`config.mk`:
```
export PLATFORM = sky130hd
export DESIGN_NAME = uart_echo_display_ctrl
export DESIGN_NICKNAME = d
export VERILOG_FILES = /design/src/rtl/uart_echo_display_ctrl.sv
export SDC_FILE = /design/constraint.sdc
export NUM_CORES = 1
export LEC_CHECK = 0
export CAP_MARGIN = 5
export CORE_ASPECT_RATIO = 1.4
export CORE_UTILIZATION = 35
export DETAILED_ROUTE_END_ITERATION = 6
export REMOVE_ABC_BUFFERS = 1
export SYNTH_ARGS = -nofsm -noshare
export SYNTH_HDL_FRONTEND = slang
export SYNTH_SLANG_ARGS = --single-unit
```
`constraint.sdc`:
```
create_clock -name i_Clk -period 4.1 [get_ports i_Clk]
set_input_delay 0.615 -clock i_Clk [delete_from_list [all_inputs] [get_ports i_Clk]]
set_output_delay 0.615 -clock i_Clk [all_outputs]
set_load 0.005 [all_outputs]
```
`src/rtl/uart_echo_display_ctrl.sv`:
```
// UART echo/display glue: RX bytes queue in a FIFO and replay to a busy-aware TX,
// while a nibble history feeds hex digits. Define UART_ECHO_ASCII_HEX_EN for ASCII-hex history.
module uart_echo_display_ctrl #(
  parameter int FIFO_DEPTH = 16,
  parameter int NUM_DIGITS = 2,
  parameter int DROP_CNT_W = 8
) (
  input  logic                          i_Clk,
  input  logic                          i_Reset,
  input  logic                          i_RX_DV,
  input  logic [7:0]                    i_RX_Byte,
  input  logic                          i_Echo_En,
  input  logic                          i_TX_Active,
  output logic                          o_TX_DV,
  output logic [7:0]                    o_TX_Byte,
  output logic [4*NUM_DIGITS-1:0]       o_Digits,
  output logic [$clog2(FIFO_DEPTH):0]   o_FIFO_Count,
  output logic                          o_FIFO_Full,
  output logic                          o_FIFO_Empty,
  output logic [DROP_CNT_W-1:0]         o_Drop_Count
);

  localparam int PTR_W = $clog2(FIFO_DEPTH);
  localparam int CNT_W = PTR_W + 1;
  localparam int DIG_W = 4 * NUM_DIGITS;

  typedef enum logic [1:0] {
    IDLE,
    WAIT_START,
    WAIT_DONE
  } state_t;

  state_t              r_State;
  state_t              w_Next_State;
  logic                w_Pop;

  logic [7:0]          r_Mem [FIFO_DEPTH];
  logic [PTR_W-1:0]    r_Wr_Ptr;
  logic [PTR_W-1:0]    r_Rd_Ptr;
  logic [CNT_W-1:0]    r_Count;
  logic [DROP_CNT_W-1:0] r_Drop_Count;
  logic                r_TX_DV;
  logic [7:0]          r_TX_Byte;
  logic [DIG_W-1:0]    r_Digits;
  logic [DIG_W-1:0]    w_Digits_Next;

  logic                w_Full;
  logic                w_Empty;
  logic                w_Push_Req;
  logic                w_Push;
  logic                w_Drop;

  // Fullness is judged on the pre-edge count, so a push into a full FIFO is
  // dropped even when the transmitter pops on the same edge.
  assign w_Full     = (r_Count == CNT_W'(FIFO_DEPTH));
  assign w_Empty    = (r_Count == '0);
  assign w_Push_Req = i_RX_DV & i_Echo_En;
  assign w_Push     = w_Push_Req & ~w_Full;
  assign w_Drop     = w_Push_Req & w_Full;

  // NOTE: every signal written here gets a default first, so no path leaves
  // it unassigned and no latch is inferred.
  always_comb begin
    w_Next_State = r_State;
    w_Pop        = 1'b0;
    case (r_State)
      IDLE: begin
        if (!w_Empty && !i_TX_Active) begin
          w_Pop        = 1'b1;
          w_Next_State = WAIT_START;
        end
      end
      WAIT_START: begin
        if (i_TX_Active) w_Next_State = WAIT_DONE;
      end
      WAIT_DONE: begin
        if (!i_TX_Active) w_Next_State = IDLE;
      end
      default: w_Next_State = IDLE;
    endcase
  end

  // NOTE: sequential state uses non-blocking assignments so every register
  // samples pre-edge values regardless of process evaluation order.
  always_ff @(posedge i_Clk) begin
    if (i_Reset) r_State <= IDLE;
    else         r_State <= w_Next_State;
  end

  // NOTE: the storage array is deliberately not reset; the pointers and count
  // define which entries are valid, and leaving it unreset lets it map to RAM.
  always_ff @(posedge i_Clk) begin
    if (w_Push) r_Mem[r_Wr_Ptr] <= i_RX_Byte;
  end

  always_ff @(posedge i_Clk) begin
    if (i_Reset) begin
      r_Wr_Ptr     <= '0;
      r_Rd_Ptr     <= '0;
      r_Count      <= '0;
      r_Drop_Count <= '0;
      r_TX_DV      <= 1'b0;
      r_TX_Byte    <= 8'h00;
    end else begin
      if (w_Push) r_Wr_Ptr <= r_Wr_Ptr + PTR_W'(1);
      if (w_Pop)  r_Rd_Ptr <= r_Rd_Ptr + PTR_W'(1);
      case ({w_Push, w_Pop})
        2'b10:   r_Count <= r_Count + CNT_W'(1);
        2'b01:   r_Count <= r_Count - CNT_W'(1);
        default: r_Count <= r_Count;
      endcase
      if (w_Drop && (r_Drop_Count != '1)) r_Drop_Count <= r_Drop_Count + DROP_CNT_W'(1);
      r_TX_DV <= w_Pop;
      if (w_Pop) r_TX_Byte <= r_Mem[r_Rd_Ptr];
    end
  end

`ifdef UART_ECHO_ASCII_HEX_EN
  logic       w_Is_Hex;
  logic [3:0] w_Nibble;

  always_comb begin
    w_Is_Hex = 1'b0;
    w_Nibble = 4'h0;
    if (i_RX_Byte >= 8'h30 && i_RX_Byte <= 8'h39) begin
      w_Is_Hex = 1'b1;
      w_Nibble = i_RX_Byte[3:0];
    end else if ((i_RX_Byte >= 8'h41 && i_RX_Byte <= 8'h46) ||
                 (i_RX_Byte >= 8'h61 && i_RX_Byte <= 8'h66)) begin
      w_Is_Hex = 1'b1;
      w_Nibble = i_RX_Byte[3:0] + 4'd9;
    end
  end

  always_comb begin
    w_Digits_Next = r_Digits;
    if (i_RX_DV) begin
      if (i_RX_Byte == 8'h0D)  w_Digits_Next = '0;
      else if (w_Is_Hex)       w_Digits_Next = (r_Digits << 4) | DIG_W'(w_Nibble);
    end
  end
`else
  always_comb begin
    w_Digits_Next = r_Digits;
    if (i_RX_DV) w_Digits_Next = (r_Digits << 8) | DIG_W'(i_RX_Byte);
  end
`endif

  always_ff @(posedge i_Clk) begin
    if (i_Reset) r_Digits <= '0;
    else         r_Digits <= w_Digits_Next;
  end

  assign o_TX_DV      = r_TX_DV;
  assign o_TX_Byte    = r_TX_Byte;
  assign o_Digits     = r_Digits;
  assign o_FIFO_Count = r_Count;
  assign o_FIFO_Full  = w_Full;
  assign o_FIFO_Empty = w_Empty;
  assign o_Drop_Count = r_Drop_Count;

endmodule

```
Yosys cells after proc, flatten, opt, wreduce, memory -nomap -nowiden

Memory sizes are Yosys's and may differ from the RTL's. A register that Yosys moved wholly into a read port is not among the register bits.
Index checks and enable logic that the tools add are counted.

Flip-flop bits (word level): 32
RAM bits: 128
Bits of input ports: 13
Output and inout bits: 32
Logic and storage cells: 43
Memories: 1

Memory list:

| name  | depth | bits a word | read ports | clocked after memory_dff | wr ports | RTL line | RTL |
|---|---|---|---|---|---|---|---|
| r_Mem | 16    | 8           | 1          | 1                        | 1        | 37       | `logic [7:0] r_Mem [FIFO_DEPTH];` |

$add $sub $neg: 5
Eq/ne operators: 9
Muxes and demuxes: 9
Bitwise operators: 4
Reduce and logical (&&, ||, !) cells: 8

Operator list:

| kind                | number |
|---|---|
| $pmux 5 s2          | 1 |
| $add 4x1->4 const B | 2 |
| $add 8x1->8 const B | 1 |
| $ne 8x8->1 const B  | 1 |
| $mux 2              | 3 |
| $ne 2x2->1 const B  | 3 |
| $pmux 2 s3          | 1 |
| $add 5x1->5 const B | 1 |
| $eq 5x5->1 const B  | 1 |
| $logic_not 5->1     | 1 |
| $sub 5x1->5 const B | 1 |
| $eq 2x1->1 const B  | 2 |
| $eq 2x2->1 const B  | 2 |
| $mux 1              | 4 |
| $and 1x1->1         | 3 |
| $reduce_and 3->1    | 1 |
| $logic_and 1x1->1   | 2 |
| $logic_not 1->1     | 2 |
| $logic_not 2->1     | 1 |
| $reduce_bool 2->1   | 1 |
| $not 1->1           | 1 |

Depth between registers and ports, before layout

Gate-level depths: netlist of run 1.

Depth in word-level cells: 7
Gate-level depth with buffers: 12

Least setup slack after synthesis of run 1

OpenSTA, ideal clock, no wires.

Path kind: input to register
Start point: input port i_TX_Active
End point: register r_Count[4], in the netlist o_FIFO_Count[4]
Setup time: 121 ps
Data arrival time: 2966 ps
Path slack: 1013 ps
Stages: 10
Path buffers: 1
Cells stage by stage: a2111oi_2 -> buf_2 -> ha_1 -> inv_1 -> fa_1 -> nor2b_1 -> o21ai_0 -> nand3_1 -> or3b_2 -> mux2_2

Longest elaborated chain between the ends: 6
Elaborated cells on any way between the ends: 8
Those cells by class: eq/ne (2); mux (3); reduce/logical (3)

RTL lines:

| item                                            | RTL line | RTL |
|---|---|---|
| start, declared                                 | 13       | `input logic i_TX_Active,` |
| $logic_not 1->1 (*)                             | --       |  |
| $logic_and 1x1->1 (*)                           | 68       | `if (!w_Empty && !i_TX_Active) begin` |
| $mux 1 (*)                                      | 68       |  |
| $mux 1 (*)                                      | 66       | `case (r_State)` |
| via w_Pop                                       | 35       | `logic w_Pop;` |
| $eq 2x1->1 or $eq 2x2->1 (tied branches)        | 107      | `case ({w_Push, w_Pop})` |
| $pmux 5 s2 or $reduce_bool 2->1 (tied branches) | --       |  |
| end signal, assigned                            | 108      | `2'b10: r_Count <= r_Count + CNT_W'(1);` |
| end signal, assigned                            | 109      | `2'b01: r_Count <= r_Count - CNT_W'(1);` |
| end signal, assigned                            | 110      | `default: r_Count <= r_Count;` |
| end, declared                                   | 40       | `logic [CNT_W-1:0] r_Count;` |

Mark *: on every way through the listed nets, which the timed path passes. The rest lies on a longest branch.
A chain may end at the register's enable or synchronous reset.

Worst setup path in the final report of run 1

Start point: register r_Count[0], in the netlist o_FIFO_Count[0]
End point: register r_Count[4], in the netlist o_FIFO_Count[4]

Longest elaborated chain between the ends: 7
Elaborated cells on any way between the ends: 14
Those cells by class: add/sub (2); eq/ne (3); mux (3); bitwise (2); reduce/logical (4)

RTL lines:

| item                                            | RTL line | RTL |
|---|---|---|
| $logic_not 5->1                                 | 56       | `assign w_Empty = (r_Count == '0);` |
| $logic_not 1->1                                 | 68       |  |
| $logic_and 1x1->1                               | 68       |  |
| $mux 1                                          | 68       |  |
| $mux 1                                          | 66       |  |
| $eq 2x1->1 or $eq 2x2->1 (tied branches)        | 107      |  |
| $pmux 5 s2 or $reduce_bool 2->1 (tied branches) | --       |  |

Several ways; a longest one is shown, not always the timed one.

==> impl_metrics.json, run 1 <==
{
  "htree_levels": 4,
  "yosysSeqAreaShare": 0.693,
  "nets": 535,
  "post-cts-setup-buffers": 0,
  "numPlacedInstances": 736,
  "fin_crit_sh": 0.768,
  "design.core.area_sq_um": 18700,
  "power_mw": 4.34,
  "wl_met1_mm": 5.61,
  "clk_pin_slew_ps": 60,
  "first_pass_iters": 4,
  "wirelength_mm": 14.0,
  "slowest_stage": "nor4_4",
  "start_util": 0.359,
  "grt-ovfl-total": 0,
  "antenna_cells": 0,
  "status": "finished, final reports clean",
  "num_rows": 59,
  "crit_path_end_kind": "flip-flop",
  "drcViolationCount": 0,
  "gp_congestion": 0.769,
  "final_core_util": 0.429,
  "wl_met3_microns": 527,
  "ys_top_cells_by_area": "edfxtp_1, dfxtp_1, mux2i_1, nor2_1, o22ai_1",
  "slew_headroom": 0.272,
  "synth_top_area_share": 0.573,
  "vias": 3795,
  "start_kind": "flip-flop",
  "cts_resized": 0,
  "routed-wl-met2_mm": 7.38,
  "pre_cts_slack_ps": 528,
  "fp.dieH_microns": 166,
  "syn-cell-area_sq_um": 6710,
  "cap_violations": 0,
  "cts_root_buffer": "clkbuf_16",
  "fin_tns_setup_ps": 0,
  "hold_violations": 0,
  "holdCritStartpoint": "o_Digits[3]",
  "stdcell_count": 768,
  "powerDensity_nw_per_um2": 542,
  "syn_to_final_growth_pct": 19.4,
  "finalClockSkew_ps": 9.05,
  "cp-startpoint": "o_FIFO_Count[0]",
  "synth_edf_count": 128,
  "setup_violations": 0,
  "clk_latency_ps": 430,
  "drt_iter0_drc": 226,
  "yosys.area.top_type": "edfxtp_1",
  "cts_buffer_depth": 2,
  "antenna_found_initial": 0,
  "track_usage": 0.152,
  "portBuffers": 44,
  "max_freq_mhz": 318,
  "grt_pass1_wl_mm": 22.0,
  "critical_path_arrival_ps": 3470,
  "whs_ps": 496,
  "place_area_sq_um": 7420,
  "max_stage_delay_ps": 490,
  "clkSinkCount": 168,
  "final_cell_mix": "edfxtp_1, mux2i_1, nor2_1",
  "drv_slew": 0,
  "top_layer": "met4",
  "fp.dieW_microns": 119,
  "grt_max_degree": 65,
  "syn_area_per_cell_sq_um": 14.5,
  "cp_common_cell": "inv_1",
  "path_max_fanout": 9,
  "pin_count": 45,
  "die_area_sq_um": 19700,
  "period_minus_slack_ps": 3150,
  "hold_class": "flip-flop to flip-flop",
  "ys_warn_count": 0,
  "rsz0062_at_grt": "no",
  "critPathRequiredTime_ps": 4420,
  "synth_cells": 464,
  "ctsHoldBuffers": 0,
  "path_class": "flip-flop to flip-flop",
  "cts_tree": "built",
  "path_cells": "nor4_4 -> a21oi_2 -> inv_1 -> ha_1 -> inv_1 -> fa_1 -> nor2b_1 -> o21ai_0 -> nand3_1 -> or3b_2 -> mux2_2",
  "routedWlPerCell_microns": 18.2,
  "ys_ff_latch": 168,
  "p_leak_nw": 2.49,
  "async_flop_share": 0,
  "vias_per_cell": 4.94,
  "yosys_most_used_dff": "edfxtp_1",
  "vdd_drop_max_v": 0.000317,
  "synthDistinctLibCells": 37,
  "layout-drive-gt1-share": 0.0897,
  "grt_pass1_vias": 3857,
  "setup_ws_ps": 953,
  "final_common_cell": "edfxtp_1",
  "ant_nets": 0,
  "stdcell_area_sq_um": 8010,
  "dp_hpwl_mm": 9.36,
  "rr_startpoint": "o_FIFO_Count[0]",
  "tightestPinTransition_ps": 1090,
  "cts_made_buffers": 17
}
-- flip-flops by register name, indices dropped and copies added (netlist names) --
signal        flops
o_Digits          8
o_Drop_Count      8
o_FIFO_Count      5
o_TX_Byte         8
o_TX_DV           1
r_Mem           128
r_Rd_Ptr          4
r_State           2
r_Wr_Ptr          4
-- worst max-delay path: cells and delay by family, from the launching register on --
kind                     cells  cell delay, ps
AND/OR/NAND/NOR              4            1210
adder cells (fa/ha/maj)      2             610
flip-flops                   1             370
AO/OA/AOI/OAI                2             360
multiplexers                 1             280
buffers and inverters        2             200
-- final timing paths --
path              cells past startpoint              end  slack [ps]
setup / recovery                     11  o_FIFO_Count[4]         950
hold / removal                        2      o_Digits[3]         500
setup reg to reg                     11  o_FIFO_Count[4]         950
hold reg to reg                       2      o_Digits[3]         500
-- kinds of logic (layout without fill, tap and decap cells) --
logic type	count (synthesis)	count (layout)	synth area share
flip-flops	168	168	0.693
AND/OR/NAND/NOR	110	110	0.0799
multiplexers	73	73	0.113
AO/OA/AOI/OAI	52	52	0.0508
buffers and inverters	34	94	0.0213
XOR/XNOR	16	16	0.0209
adder cells (fa/ha/maj)	11	11	0.0216
-- power breakdown --
part | switching [mW] | internal, mW | leakage [nW] | total (mW)
clock network | 0.632 | 0.951 | 0.272 | 1.58
logic | 0.370 | 0.374 | 0.738 | 0.743
registers | 0.0925 | 1.92 | 1.48 | 2.01
-- synthesized netlist by cell type, types with 3 or more instances --
cell type and instances:
mux2i_1 70, nand3_1 6, buf_2 12, edfxtp_1 128, ha_1 10, or3b_2 3, nor3_1 9, dfxtp_1 40
nand2_1 12, nor2b_1 3, xor2_1 5, nand4_1 3, nor4_1 10, inv_1 11, nor2_1 53, o21ai_0 3
xnor2_1 11, a211oi_1 8, clkbuf_1 9, a21oi_1 6, nand3b_1 4, o22ai_1 30
-- layout make-up --
type                    count  area, sq um
clock buffers              19          433
fillers                  1686        10700
well taps                 244          305
repair buffers             51          493
inverters                  11         41.3
multi-input cells         262         1930
flip-flops and latches    168         4650
clock inverters            13          155
-- routing by layer --
metal  vias to the layer above  GRT usage
li1                       1843          -
met1                      1851      0.172
met2                        75      0.262
met3                        26     0.0367
met4                         0     0.0798
met5                         -          0
Note: power is estimated with default switching activity, not from simulation.
==> run 2: changes to the inputs <==
==> constraint.sdc (replaced) <==
create_clock -name i_Clk -period 2.65 [get_ports i_Clk]
set_input_delay 0.3975 -clock i_Clk [delete_from_list [all_inputs] [get_ports i_Clk]]
set_output_delay 0.3975 -clock i_Clk [all_outputs]
set_load 0.005 [all_outputs]
==> impl_metrics.json, run 2 (synthesis results as in run 1) <==
{
  "drcViolationCount": 0,
  "regMostFlops": "r_Mem",
  "dp_hpwl_mm": 9.90,
  "drt_iter0_drc": 249,
  "slowest_stage": "nor4_4",
  "cp-startpoint": "o_FIFO_Count[0]",
  "start_kind": "flip-flop",
  "die_area_sq_um": 19700,
  "holdCritStartpoint": "o_TX_Byte[7]",
  "final_common_cell": "edfxtp_1",
  "portBuffers": 44,
  "vias_per_cell": 4.92,
  "critPathRequiredTime_ps": 2960,
  "antenna_found_initial": 0,
  "seqCellArea_sq_um": 4650,
  "finalClockSkew_ps": 9.17,
  "largest_reg_flops": 128,
  "powerDensity_nw_per_um2": 840,
  "track_usage": 0.157,
  "hold_class": "flip-flop to flip-flop",
  "cts_made_buffers": 17,
  "drv_slew": 0,
  "fp.dieH_microns": 166,
  "fp.dieW_microns": 119,
  "grt_pass1_wl_mm": 22.7,
  "fin_crit_sh": 1.02,
  "rr_startpoint": "o_FIFO_Count[0]",
  "cap_violations": 0,
  "routedWlPerCell_microns": 18.1,
  "path_class": "flip-flop to flip-flop",
  "status": "finished with violations",
  "crit_buf_inv": 2,
  "cts_root_buffer": "clkbuf_16",
  "p_leak_nw": 2.70,
  "p_int_mw": 5.25,
  "fillers": 1662,
  "cts_tree": "built",
  "start_util": 0.359,
  "path_max_fanout": 3,
  "ant_nets": 0,
  "htree_levels": 4,
  "crit_path_end_kind": "flip-flop",
  "pin_count": 45,
  "final_core_util": 0.445,
  "combPwrFrac": 0.203,
  "swShare": 0.249,
  "hold_violations": 0,
  "grt-ovfl-total": 0,
  "multi_input_area_sq_um": 1950,
  "power_mw": 6.99,
  "design.core.area_sq_um": 18700,
  "cp_common_cell": "buf_4",
  "whs_ps": 495,
  "num_rows": 59,
  "rsz0062_at_grt": "yes",
  "critical_path_arrival_ps": 3000,
  "wirelength_mm": 14.6,
  "clock_power_share": 0.354,
  "pwr-share-seq": 0.443,
  "p_sw_mw": 1.74,
  "ctsHoldBuffers": 0,
  "syn_to_final_growth_pct": 24.0,
  "max_freq_mhz": 372,
  "violations": "negative setup slack",
  "cpLargestDelayFamily": "simple AND/OR/NAND/NOR gates",
  "setup_violations": 1,
  "gp_congestion": 0.759,
  "period_minus_slack_ps": 2690,
  "tightestPinTransition_ps": 801,
  "grt_max_degree": 33,
  "vias": 3953,
  "setup_ws_ps": -40.4,
  "cts_buffer_depth": 2,
  "path_cells": "nor4_4 -> a2111oi_4 -> ha_2 -> buf_4 -> buf_4 -> ha_1 -> o21ai_2 -> a21oi_1 -> or3b_4 -> mux2_4",
  "layout-drive-gt1-share": 0.161,
  "final_cell_mix": "edfxtp_1, mux2i_1, nor2_1",
  "nets": 571,
  "max_stage_delay_ps": 430,
  "vdd_drop_max_v": 0.000527,
  "grt_pass1_vias": 4050,
  "clk_pin_slew_ps": 60,
  "first_pass_iters": 4,
  "clk_latency_ps": 420,
  "slew_headroom": 0.464,
  "clkSinkCount": 168,
  "antenna_cells": 0
}
==> run 2: changes by cell type in the layout (fill, tap and decap cells not counted), sizes merged <==
cell,delta
clkinv,-2
clkinvlp,-3
clkbuf,+5
buf,+36
==> run 2: worst paths after layout <==
kind / slack, ps / depth (start not counted) / to
hold reg to reg: 500 / 2 / o_TX_Byte[7]
setup reg to reg: -40 / 10 / o_FIFO_Count[4]
hold / removal: 500 / 2 / o_TX_Byte[7]
setup / recovery: -40 / 10 / o_FIFO_Count[4]
==> run 2: area by class of cell <==
cell class / count / share of cell area
inverter: 11 / 0.00497
clock inverter: 8 / 0.0144
multi-input combinational: 262 / 0.234
timing repair buffer: 87 / 0.0933
clock buffer: 24 / 0.0567
tap: 244 / 0.0367
sequential: 168 / 0.560
==> run 2: layer usage <==
metal / wire length (microns) / GRT usage
met5: 0 / 0
met4: 383 / 0.0787
met3: 556 / 0.0385
met2: 7780 / 0.277
met1: 5860 / 0.173
==> run 2: power by group through the flow <==
stage	clock network, mW	registers [mW]	logic, mW
after global placement	0	3.14	1.30
after global routing	2.62	3.12	1.52
final	2.47	3.10	1.42
after CTS	2.53	3.10	1.43
after floorplan	0	3.16	0.631
after detailed placement	0	3.15	1.35
==> run 2: repair_timing <==
item / in CTS / in global routing
pin swaps: 5 / 5
gates resized for setup: 10 / 2
setup buffers: 9 / 1
endpoints found under the setup margin: 1 / 1
==> run 2: worst min-delay path: cells and delay by family (launching register included) <==
kind               cells  cell delay (ps)
AOI/OAI and AO/OA      1               50
DFF                    1              310
and+or+nand+nor        1               90
==> run 2: through the flow <==
step | cells | TNS (ps) | setup slack, ps | cell area (sq um)
finish | 804 | -40.4 | -40.4 | 8320
global placement | 764 | -454 | -454 | 7640
detailed placement | 764 | -601 | -594 | 7640
global route | 804 | -124 | -124 | 8320
floorplan | 441 | -7260 | -1140 | 6600
CTS | 805 | -39.4 | -39.4 | 8320
==> run 3: changes to the inputs <==
--- a/config.mk
+++ b/config.mk
@@ -10,6 +10,7 @@
 export CORE_UTILIZATION = 35
 export DETAILED_ROUTE_END_ITERATION = 6
 export REMOVE_ABC_BUFFERS = 1
+export SLEW_MARGIN = 20
 export SYNTH_ARGS = -nofsm -noshare
 export SYNTH_HDL_FRONTEND = slang
 export SYNTH_SLANG_ARGS = --single-unit
==> results of run 3 <==
Same layout as run 2: the final DEF is identical, and so are final timing and power.
